### src/rtl/fb_pkg.sv
//------------------------------------------------------------------------------
// Module  : fb_pkg
// Purpose : Shared frame-buffer geometry, pixel type and arbiter state encoding.
// Revision: 1.0 - initial release
//------------------------------------------------------------------------------
`default_nettype none

package fb_pkg;

    localparam int FB_W  = 256;
    localparam int FB_H  = 240;
    localparam int COL_W = 6;

    localparam logic [7:0] X_LAST = 8'(FB_W - 1);
    localparam logic [7:0] Y_LAST = 8'(FB_H - 1);

    typedef struct packed {
        logic [7:0]       x;
        logic [7:0]       y;
        logic [COL_W-1:0] col;
    } fb_pix_t;

    typedef enum logic [0:0] {
        ARB   = 1'b0,
        CLEAR = 1'b1
    } fb_arb_state_t;

endpackage

`default_nettype wire

### src/rtl/fb_clear_walker.sv
//------------------------------------------------------------------------------
// Module  : fb_clear_walker
// Purpose : Raster-order (x fastest) coordinate counter over a rectangular area.
// Revision: 1.0 - initial release
//------------------------------------------------------------------------------
`default_nettype none

module fb_clear_walker
    import fb_pkg::*;
#(
    parameter logic [7:0] X_MAX = X_LAST,
    parameter logic [7:0] Y_MAX = Y_LAST
) (
    input  logic       clk,
    input  logic       rst,
    input  logic       start,
    input  logic       advance,
    output logic [7:0] cx,
    output logic [7:0] cy,
    output logic       last
);

    assign last = (cx == X_MAX) && (cy == Y_MAX);

    // start wins over advance so a restart always begins at the origin
    always_ff @(posedge clk or posedge rst) begin
        if (rst) begin
            cx <= 8'd0;
            cy <= 8'd0;
        end else if (start) begin
            cx <= 8'd0;
            cy <= 8'd0;
        end else if (advance) begin
            if (cx == X_MAX) begin
                cx <= 8'd0;
                cy <= (cy == Y_MAX) ? 8'd0 : cy + 8'd1;
            end else begin
                cx <= cx + 8'd1;
            end
        end
    end

endmodule

`default_nettype wire

### src/rtl/fb_write_arbiter.sv
//------------------------------------------------------------------------------
// Module  : fb_write_arbiter
// Purpose : Shares the vga_fb write port between PPU, host writer and clear engine.
// Revision: 1.0 - initial release
//------------------------------------------------------------------------------
`default_nettype none

module fb_write_arbiter
    import fb_pkg::*;
#(
    parameter int STARVE_LIMIT = 16
) (
    input  logic             clk,
    input  logic             rst,
    input  logic             ppu_valid,
    output logic             ppu_ready,
    input  logic [7:0]       ppu_x,
    input  logic [7:0]       ppu_y,
    input  logic [COL_W-1:0] ppu_col,
    input  logic             host_valid,
    output logic             host_ready,
    input  logic [7:0]       host_x,
    input  logic [7:0]       host_y,
    input  logic [COL_W-1:0] host_col,
    input  logic             clr_req,
    input  logic [COL_W-1:0] clr_col,
    output logic             clr_busy,
    output logic             clr_done,
    output logic [7:0]       fb_x,
    output logic [7:0]       fb_y,
    output logic [COL_W-1:0] fb_DI,
    output logic             fb_CS,
    output logic             oob_err
);

    localparam int SC_W = (STARVE_LIMIT < 1) ? 1 : $clog2(STARVE_LIMIT + 1);
    localparam logic [SC_W-1:0] STARVE_MAX = SC_W'(STARVE_LIMIT);

    fb_arb_state_t    r_state;
    fb_arb_state_t    w_state_next;
    logic [SC_W-1:0]  r_starve_cnt;
    logic [COL_W-1:0] r_clr_col;

    logic             w_in_arb;
    logic             w_starved;
    logic             w_ppu_hs;
    logic             w_host_hs;
    logic             w_clr_start;
    logic             w_clr_adv;
    logic             w_wr_en;
    fb_pix_t          w_wr_pix;

    logic [7:0]       w_cx;
    logic [7:0]       w_cy;
    logic             w_last;

    assign w_in_arb  = (r_state == ARB);
    assign w_starved = (r_starve_cnt == STARVE_MAX);

    // Grant rules guarantee at most one handshake per cycle
    assign ppu_ready  = w_in_arb && !(w_starved && host_valid);
    assign host_ready = w_in_arb && (!ppu_valid || w_starved);
    assign w_ppu_hs   = ppu_valid && ppu_ready;
    assign w_host_hs  = host_valid && host_ready;

    fb_clear_walker #(
        .X_MAX (X_LAST),
        .Y_MAX (Y_LAST)
    ) u_walker (
        .clk     (clk),
        .rst     (rst),
        .start   (w_clr_start),
        .advance (w_clr_adv),
        .cx      (w_cx),
        .cy      (w_cy),
        .last    (w_last)
    );

    always_ff @(posedge clk or posedge rst) begin
        if (rst) begin
            r_state <= ARB;
        end else begin
            r_state <= w_state_next;
        end
    end

    always_comb begin
        w_state_next = r_state;
        w_clr_start  = 1'b0;
        w_clr_adv    = 1'b0;
        case (r_state)
            ARB: begin
                if (clr_req) begin
                    w_state_next = CLEAR;
                    w_clr_start  = 1'b1;
                end
            end
            CLEAR: begin
                w_clr_adv = 1'b1;
                if (w_last) begin
                    w_state_next = ARB;
                end
            end
            default: w_state_next = ARB;
        endcase
    end

    // Write source select; handshakes cannot occur while clearing
    always_comb begin
        w_wr_en  = 1'b0;
        w_wr_pix = '0;
        if (r_state == CLEAR) begin
            w_wr_en  = 1'b1;
            w_wr_pix = '{x: w_cx, y: w_cy, col: r_clr_col};
        end else if (w_host_hs) begin
            w_wr_en  = 1'b1;
            w_wr_pix = '{x: host_x, y: host_y, col: host_col};
        end else if (w_ppu_hs) begin
            w_wr_en  = 1'b1;
            w_wr_pix = '{x: ppu_x, y: ppu_y, col: ppu_col};
        end
    end

    always_ff @(posedge clk or posedge rst) begin
        if (rst) begin
            r_starve_cnt <= '0;
        end else if (w_in_arb) begin
            if (w_host_hs) begin
                r_starve_cnt <= '0;
            end else if (host_valid && !w_starved) begin
                r_starve_cnt <= r_starve_cnt + 1'b1;
            end
        end
    end

    always_ff @(posedge clk or posedge rst) begin
        if (rst) begin
            r_clr_col <= '0;
        end else if (w_clr_start) begin
            r_clr_col <= clr_col;
        end
    end

    always_ff @(posedge clk or posedge rst) begin
        if (rst) begin
            fb_x     <= 8'd0;
            fb_y     <= 8'd0;
            fb_DI    <= '0;
            fb_CS    <= 1'b0;
            oob_err  <= 1'b0;
            clr_busy <= 1'b0;
            clr_done <= 1'b0;
        end else begin
            if (w_wr_en) begin
                fb_x  <= w_wr_pix.x;
                fb_y  <= w_wr_pix.y;
                fb_DI <= w_wr_pix.col;
            end
            fb_CS    <= w_wr_en && (w_wr_pix.y <= Y_LAST);
            oob_err  <= w_wr_en && (w_wr_pix.y > Y_LAST);
            clr_busy <= (w_state_next == CLEAR);
            clr_done <= (r_state == CLEAR) && w_last;
        end
    end

endmodule

`default_nettype wire
### config.mk
export PLATFORM = sky130hd
export DESIGN_NAME = fb_write_arbiter
export DESIGN_NICKNAME = d
export VERILOG_FILES = /design/src/rtl/fb_pkg.sv /design/src/rtl/fb_clear_walker.sv /design/src/rtl/fb_write_arbiter.sv
export SDC_FILE = /design/constraint.sdc
export NUM_CORES = 1
export LEC_CHECK = 0
export BUFFER_PORTS_ARGS = -buffer_cell sky130_fd_sc_hd__buf_2
export CORE_MARGIN = 2
export CORE_UTILIZATION = 35
export CTS_BUF_LIST = sky130_fd_sc_hd__clkbuf_16
export CTS_CLUSTER_DIAMETER = 50
export DETAILED_ROUTE_END_ITERATION = 10
export PLACE_DENSITY = 0.59
export SLEW_MARGIN = 0
export SYNTH_ARGS = -nofsm -noshare
export SYNTH_HDL_FRONTEND = slang
export SYNTH_SLANG_ARGS = --single-unit
### constraint.sdc
create_clock -name clk -period 2.9 [get_ports clk]
set_input_delay 0.58 -clock clk [delete_from_list [all_inputs] [get_ports clk]]
set_output_delay 0.58 -clock clk [all_outputs]
set_load 0.05 [all_outputs]
; Word level (Yosys, flattened, before mapping)
; Cells that the tools add are included.
[word_totals]
output_inout_bits = 28
wordCells = 59
ff_bits = 53
input_bits = 55
[op_classes]
add_sub_neg = 3
eq_ne = 3
n_mux = 20
bitwise = 1
n_reduce_logical = 19
magnitude_cmp = 2
[ops]
columns = operator, n
row1 = 22-bit two-way mux, 3
row2 = 8-bit two-way mux, 7
row3 = 8-bit by 1-bit adder with 8-bit output (second input constant), 2
row4 = 8-bit equality test (second input constant), 2
row5 = 1-bit logical AND, 10
row6 = 5-bit two-way mux, 2
row7 = 8-bit greater-than comparator (second input constant), 1
row8 = 8-bit less-or-equal comparator (second input constant), 1
row9 = 1-bit two-way mux, 7
row10 = 2-bit nonzero test, 3
row11 = 5-bit by 1-bit adder with 5-bit output (second input constant), 1
row12 = 5-bit equality test (second input constant), 1
row13 = 2-bit AND reduction, 2
row14 = 1-bit zero test, 3
row15 = 1-bit case mux with 2 select lines, 1
row16 = 1-bit logical OR, 1
row17 = 1-bit NOT, 1

; Depth between registers and ports, before layout
[logic_depth]
word_depth = 10
mapped_depth = 9
ltp_nobuf = 7

; Cells and area by module
; A second synthesis with hierarchy kept.
[unflattened]
hier_cells = 263
area_unflattened_um2 = 2778.9
[modules_own_cells]
columns = mod, cells_per_inst, area_each_um2, n_inst, seq_area_each_um2
row1 = fb_write_arbiter, 176, 1916.8, 1, 925.9
row2 = fb_clear_walker, 87, 862.1, 1, 400.4

; Worst setup path after synthesis
; Ideal clock, no wire load.
[synth_path]
path_kind = reg-to-reg
start = register r_starve_cnt[0]
end = register fb_DI[3]
n_path_buf = 2
setup_slack_ns = 0.489
path_stages_with_launch = 10
arrival_time_ns = 2.344
t_required_ns = 2.833
setup_time_ns = 0.067
period_less_slack_ns = 2.411
path_cell_list = dfrtp_1 -> inv_1 -> ha_1 -> and4bb_2 -> a21oi_1 -> and2_1 -> buf_2 -> buf_2 -> nand2_1 -> nand2_1
[synth_between]
elab_chain_cells = 8
word_cells_on_any_way = 14
classes_between = 1 x eq/ne / 6 x mux / 7 x reduce/logical
[synth_rtl]
columns = element, line_no
row1 = from (decl), fb_write_arbiter.sv:41  ; logic [SC_W-1:0] r_starve_cnt;
row2 = from (signal assigned), fb_write_arbiter.sv:131  ; r_starve_cnt <= r_starve_cnt + 1'b1;
row3 = 5-bit equality test *, fb_write_arbiter.sv:58  ; assign w_starved = (r_starve_cnt == STARVE_MAX);
row4 = 1-bit logical AND *, fb_write_arbiter.sv:61  ; assign ppu_ready = w_in_arb && !(w_starved && host_valid);
row5 = 1-bit zero test *, fb_write_arbiter.sv:61
row6 = 1-bit logical AND *, fb_write_arbiter.sv:61
row7 = via ppu_ready, fb_write_arbiter.sv:16  ; output logic ppu_ready,
row8 = 1-bit logical AND *, fb_write_arbiter.sv:63  ; assign w_ppu_hs = ppu_valid && ppu_ready;
row9 = 22-bit two-way mux / 1-bit two-way mux (equally long branches), fb_write_arbiter.sv:118  ; end else if (w_ppu_hs) begin
row10 = 22-bit two-way mux / 1-bit two-way mux (equally long branches), fb_write_arbiter.sv:115  ; end else if (w_host_hs) begin
row11 = 22-bit two-way mux / 1-bit two-way mux (equally long branches), fb_write_arbiter.sv:112  ; if (r_state == CLEAR) begin
row12 = to (signal assigned), fb_write_arbiter.sv:157  ; fb_DI <= w_wr_pix.col;
row13 = to (decl), fb_write_arbiter.sv:31  ; output logic [COL_W-1:0] fb_DI,
; The timed path passes the listed nets; every way through them passes the cells marked *.
; A chain may end at the register's enable or synchronous reset.

; Final worst setup path
[layout_path]
start = register r_starve_cnt[0]
end = output host_ready
[layout_between]
elab_chain_cells = 3
[layout_rtl]
columns = element, line_no
row1 = 5-bit equality test, fb_write_arbiter.sv:58
row2 = 1-bit logical OR, fb_write_arbiter.sv:62  ; assign host_ready = w_in_arb && (!ppu_valid || w_starved);
row3 = 1-bit logical AND, fb_write_arbiter.sv:62
row4 = to (decl), fb_write_arbiter.sv:21  ; output logic host_ready,
; No other way between the ends.

==> results.md <==
* Result of the run: finished, final reports clean
* Post-cts gate resize count at 0
* Worst EP required at 2.32 ns
* Worst setup path startpoint: r_starve_cnt[0]$_DFFE_PP0P_
* Tightest Hold Check Type: input port to async pin
* Number of H-tree branching levels at 2
* Number of cells in the finished layout apart from fillers at about 450
* Die Span Y at 91.0 µm
* Relative slew margins at 53.4%
* Leading cell types by count after synthesis: sky130_fd_sc_hd__nand2_1 (55), sky130_fd_sc_hd__dfrtp_1 (53), sky130_fd_sc_hd__a222oi_1 (18), sky130_fd_sc_hd__o21ai_0 (18), sky130_fd_sc_hd__nor2_1 (17)
* Actual transition at the worst max-transition pin at slightly below 0.7 ns
* Fraction of layout cells with a size suffix above 1 at 32.2%
* Number of hold violations in the final report at 0
* Worst hold slack at 0.338 ns
* Portion of total power attributed to sequential cells at 45.1%
* Dominant synthesized flop cell: sky130_fd_sc_hd__dfrtp_1
* Number of synthesized register bits at 53
* Final setup margin at 0.436 ns
* Power density cells at 682 nW/µm²
* Nature of the critical path endpoint: primary output
* Average routed wire per standard cell at roughly 15 µm
* Number of placed cells counting well taps at ~450
* Accumulated negative setup slack at 0 ns
* Std-Cell Rows at 31
* Final Wtd Congestion at 0.839
* Clock buffer depth at 2
* Most frequent cell after synthesis: sky130_fd_sc_hd__nand2_1
* Clock period minus worst slack at 2.46 ns
* Async set-or-reset flop fraction in the synthesized netlist at 100%
* Number of inserted filler cells in the final layout at 740
* Net count after synthesis at approximately 330
* CTS sink count at between 50 and 60
* Library cell with the largest summed area after synthesis: sky130_fd_sc_hd__dfrtp_1
* Overall via count from detail_route at 2421
* First-pass GRT wire length at roughly 12 mm
* Relative area change from synthesis to final layout at 25.4%
* Die Footprint at between 8000 and 9000 µm²
* Reg2reg start: r_starve_cnt[0]$_DFFE_PP0P_
* First drt pass iteration count at 6
* Cts bufs inserted at 5
* Switching part of the total at 36.7%
* Die span in x at 91.0 µm
* Number of synthesized flops with an enable pin at 0
* Max-slew violation count at 0
* Clock Latency Late Sink at 0.29 ns
* Sequential-to-total area share from yosys stat at 50.1%
* Hold-fix buffers, CTS at 0
* Maximum number of pins on one net before global-route repair at 27
* Fmax at 0.406 GHz
* Final HPWL from detailed placement at 5.02 mm
* Internal portion of total power at 0.00143 W
* Power share of the combinational group at 28.9%
* Relative contribution of the clock network to total power at between 20% and 30%
* Final setup viols at 0
* Maximum fanout count along the critical path at 8
* Detailed Route Iter0 Violations at 155
* Root buffer cell: sky130_fd_sc_hd__clkbuf_16
* Proportion of netlist area held by the largest area contributor at 50.1%
* Arrival @ worst endpoint at 1.88 ns
* Setup repair after global routing missed its margin: false
* Antenna violation net count after detailed routing at 0
* Mean number of vias per cell at 5.34
* Ports at 83
* Static power due to leakage at around 1.6 nW
* Core area at between 7000 and 8000 µm²
* DRC errors left at 0
* Netlist Area Pre-Place at 2650 µm²
* Setup fix buffers added after clock tree synthesis at 0
* Synthesized area per cell at 9.80 µm²
* Total global routing track utilization at 17.3%
* Synth unique cells at 47
* Clock tree from TritonCTS: yes
* Number of warning messages in the yosys log at 0
* Number of antenna repair diodes at 0
* Worst-path clk slew at 0.07 ns
* Largest voltage drop on the vdd net at 0.426 mV
* Number of global-route vias before repair at ~2400
* Overflow left after global routing at 0
* Post-synthesis instance total at 270
* Ratio of final minimum period to clock period at 85.0%
* Number of antenna violations at the first check in global routing at 0
* Layout net count at 412
* Worst setup path category: register to primary output
* Worst Setup Start Kind: register
* Starting Density at 36.3%
* Placement Setup Slack at 0.738 ns
* Synth area leaders: sky130_fd_sc_hd__dfrtp_1 (50%), sky130_fd_sc_hd__nand2_1 (7.8%), sky130_fd_sc_hd__a222oi_1 (6.8%)
* Total routed wirelength at 6.90 mm
* Number of maximum-capacitance violations at 0
* Clock Skews at 0.00354 ns
* Count of input and output buffers at 82
* Switching Power at 0.000831 W
## power groups by stage
stage	combinational, W	clock [W]	sequential, W
2_1_floorplan	0.000279	0	0.00123
3_3_place_gp	0.000647	0	0.00103
3_5_place_dp	0.000660	0	0.00103
4_1_cts	0.000660	0.000605	0.00102
5_1_grt	0.000704	0.000640	0.00104
6_report	0.000653	0.000589	0.00102
## logic make-up after synthesis
kind of cell | after synthesis | share of synthesized area [%]
buffers and inverters | 23 | 3.83
adders and majority gates | 4 | 1.89
DFF | 53 | 50.1
muxes | 7 | 2.93
AOI/OAI and AO/OA | 70 | 19.6
xor gates and xnor gates | 4 | 1.32
and+or+nand+nor | 109 | 20.3
## layout by cell type, fill, tap and decap left out, types with 2 or more instances in the layout
cell                        count
sky130_fd_sc_hd__a22oi_1        2
sky130_fd_sc_hd__and2_1         3
sky130_fd_sc_hd__a22o_1         4
sky130_fd_sc_hd__and3_1         3
sky130_fd_sc_hd__a31oi_1        4
sky130_fd_sc_hd__nor2_1        17
sky130_fd_sc_hd__buf_4          9
sky130_fd_sc_hd__mux2_2         6
sky130_fd_sc_hd__nand3_1        6
sky130_fd_sc_hd__nand2b_1       3
sky130_fd_sc_hd__ha_1           4
sky130_fd_sc_hd__a21o_1         2
sky130_fd_sc_hd__buf_2         82
sky130_fd_sc_hd__dfrtp_1       53
sky130_fd_sc_hd__clkbuf_16      5
sky130_fd_sc_hd__o21ai_0       18
sky130_fd_sc_hd__nor3_1         4
sky130_fd_sc_hd__nor2b_1        3
sky130_fd_sc_hd__o221ai_1       2
sky130_fd_sc_hd__nand2_1       55
sky130_fd_sc_hd__a222oi_1      18
sky130_fd_sc_hd__o31ai_1        6
sky130_fd_sc_hd__inv_1          7
sky130_fd_sc_hd__xnor2_1        3
sky130_fd_sc_hd__nor3_2         2
sky130_fd_sc_hd__a21oi_1        8
sky130_fd_sc_hd__o211a_1        2
## per-layer routing
layer | global-route usage, % | share of wire (%) | routed length (µm)
met5 | 0 | 0 | 0
met4 | 4.42 | 1.1 | 78
met3 | 6.47 | 9.6 | 659
met2 | 25.9 | 45 | 3120
met1 | 23.7 | 44 | 3040
## path summary, 6_finish.rpt
check | endpoint | slack, ns | cells past startpoint
max in group asynchronous | fb_x[2]$_DFFE_PP0P_ | 1.94 | 3
worst max-delay path | host_ready | 0.44 | 6
worst min-delay path | fb_DI[2]$_DFFE_PP0P_ | 0.34 | 2
worst min register to register | fb_y[6]$_DFFE_PP0P_ | 0.47 | 2
worst max register to register | fb_DI[1]$_DFFE_PP0P_ | 0.81 | 8
min in group clk | fb_y[6]$_DFFE_PP0P_ | 0.47 | 2
## sequential cells by signal (all words and copies together), names as in the netlist
name          cells
oob_err           1
clr_busy          1
r_starve_cnt      5
fb_DI             6
u_walker.cy       8
fb_x              8
r_clr_col         6
clr_done          1
u_walker.cx       8
fb_y              8
fb_CS             1
## layout make-up
| class | instances | area (µm²) | area share, % |
|---|---|---|---|
| clock buffers | 5 | 125 | 3.77 |
| inverters | 8 | 30.0 | 0.905 |
| well taps | 99 | 124 | 3.73 |
| flip-flops and latches | 53 | 1330 | 40.0 |
| multi-input cells | 194 | 1220 | 36.7 |
| repair buffers | 91 | 478 | 14.4 |
| clock inverters | 3 | 17.5 | 0.528 |
## worst max-delay path, stage by stage (launching register included)
cell and delay [ns]:
sky130_fd_sc_hd__dfrtp_1 0.42, sky130_fd_sc_hd__inv_1 0.07, sky130_fd_sc_hd__ha_1 0.16, sky130_fd_sc_hd__nand4bb_1 0.28
sky130_fd_sc_hd__and2_1 0.31, sky130_fd_sc_hd__nor2_1 0.09, sky130_fd_sc_hd__buf_2 0.27
## stage by stage
step	power (W)	util, %	cell area, µm²
6_report	0.00226	45.5	3320
5_1_grt	0.00239	45.5	3320
4_1_cts	0.00229	45.5	3320
3_5_place_dp	0.00169	43.6	3180
3_3_place_gp	0.00168	43.6	3180
2_1_floorplan	0.00151	-	2650
No activity file was read; power rests on OpenSTA's default activity.
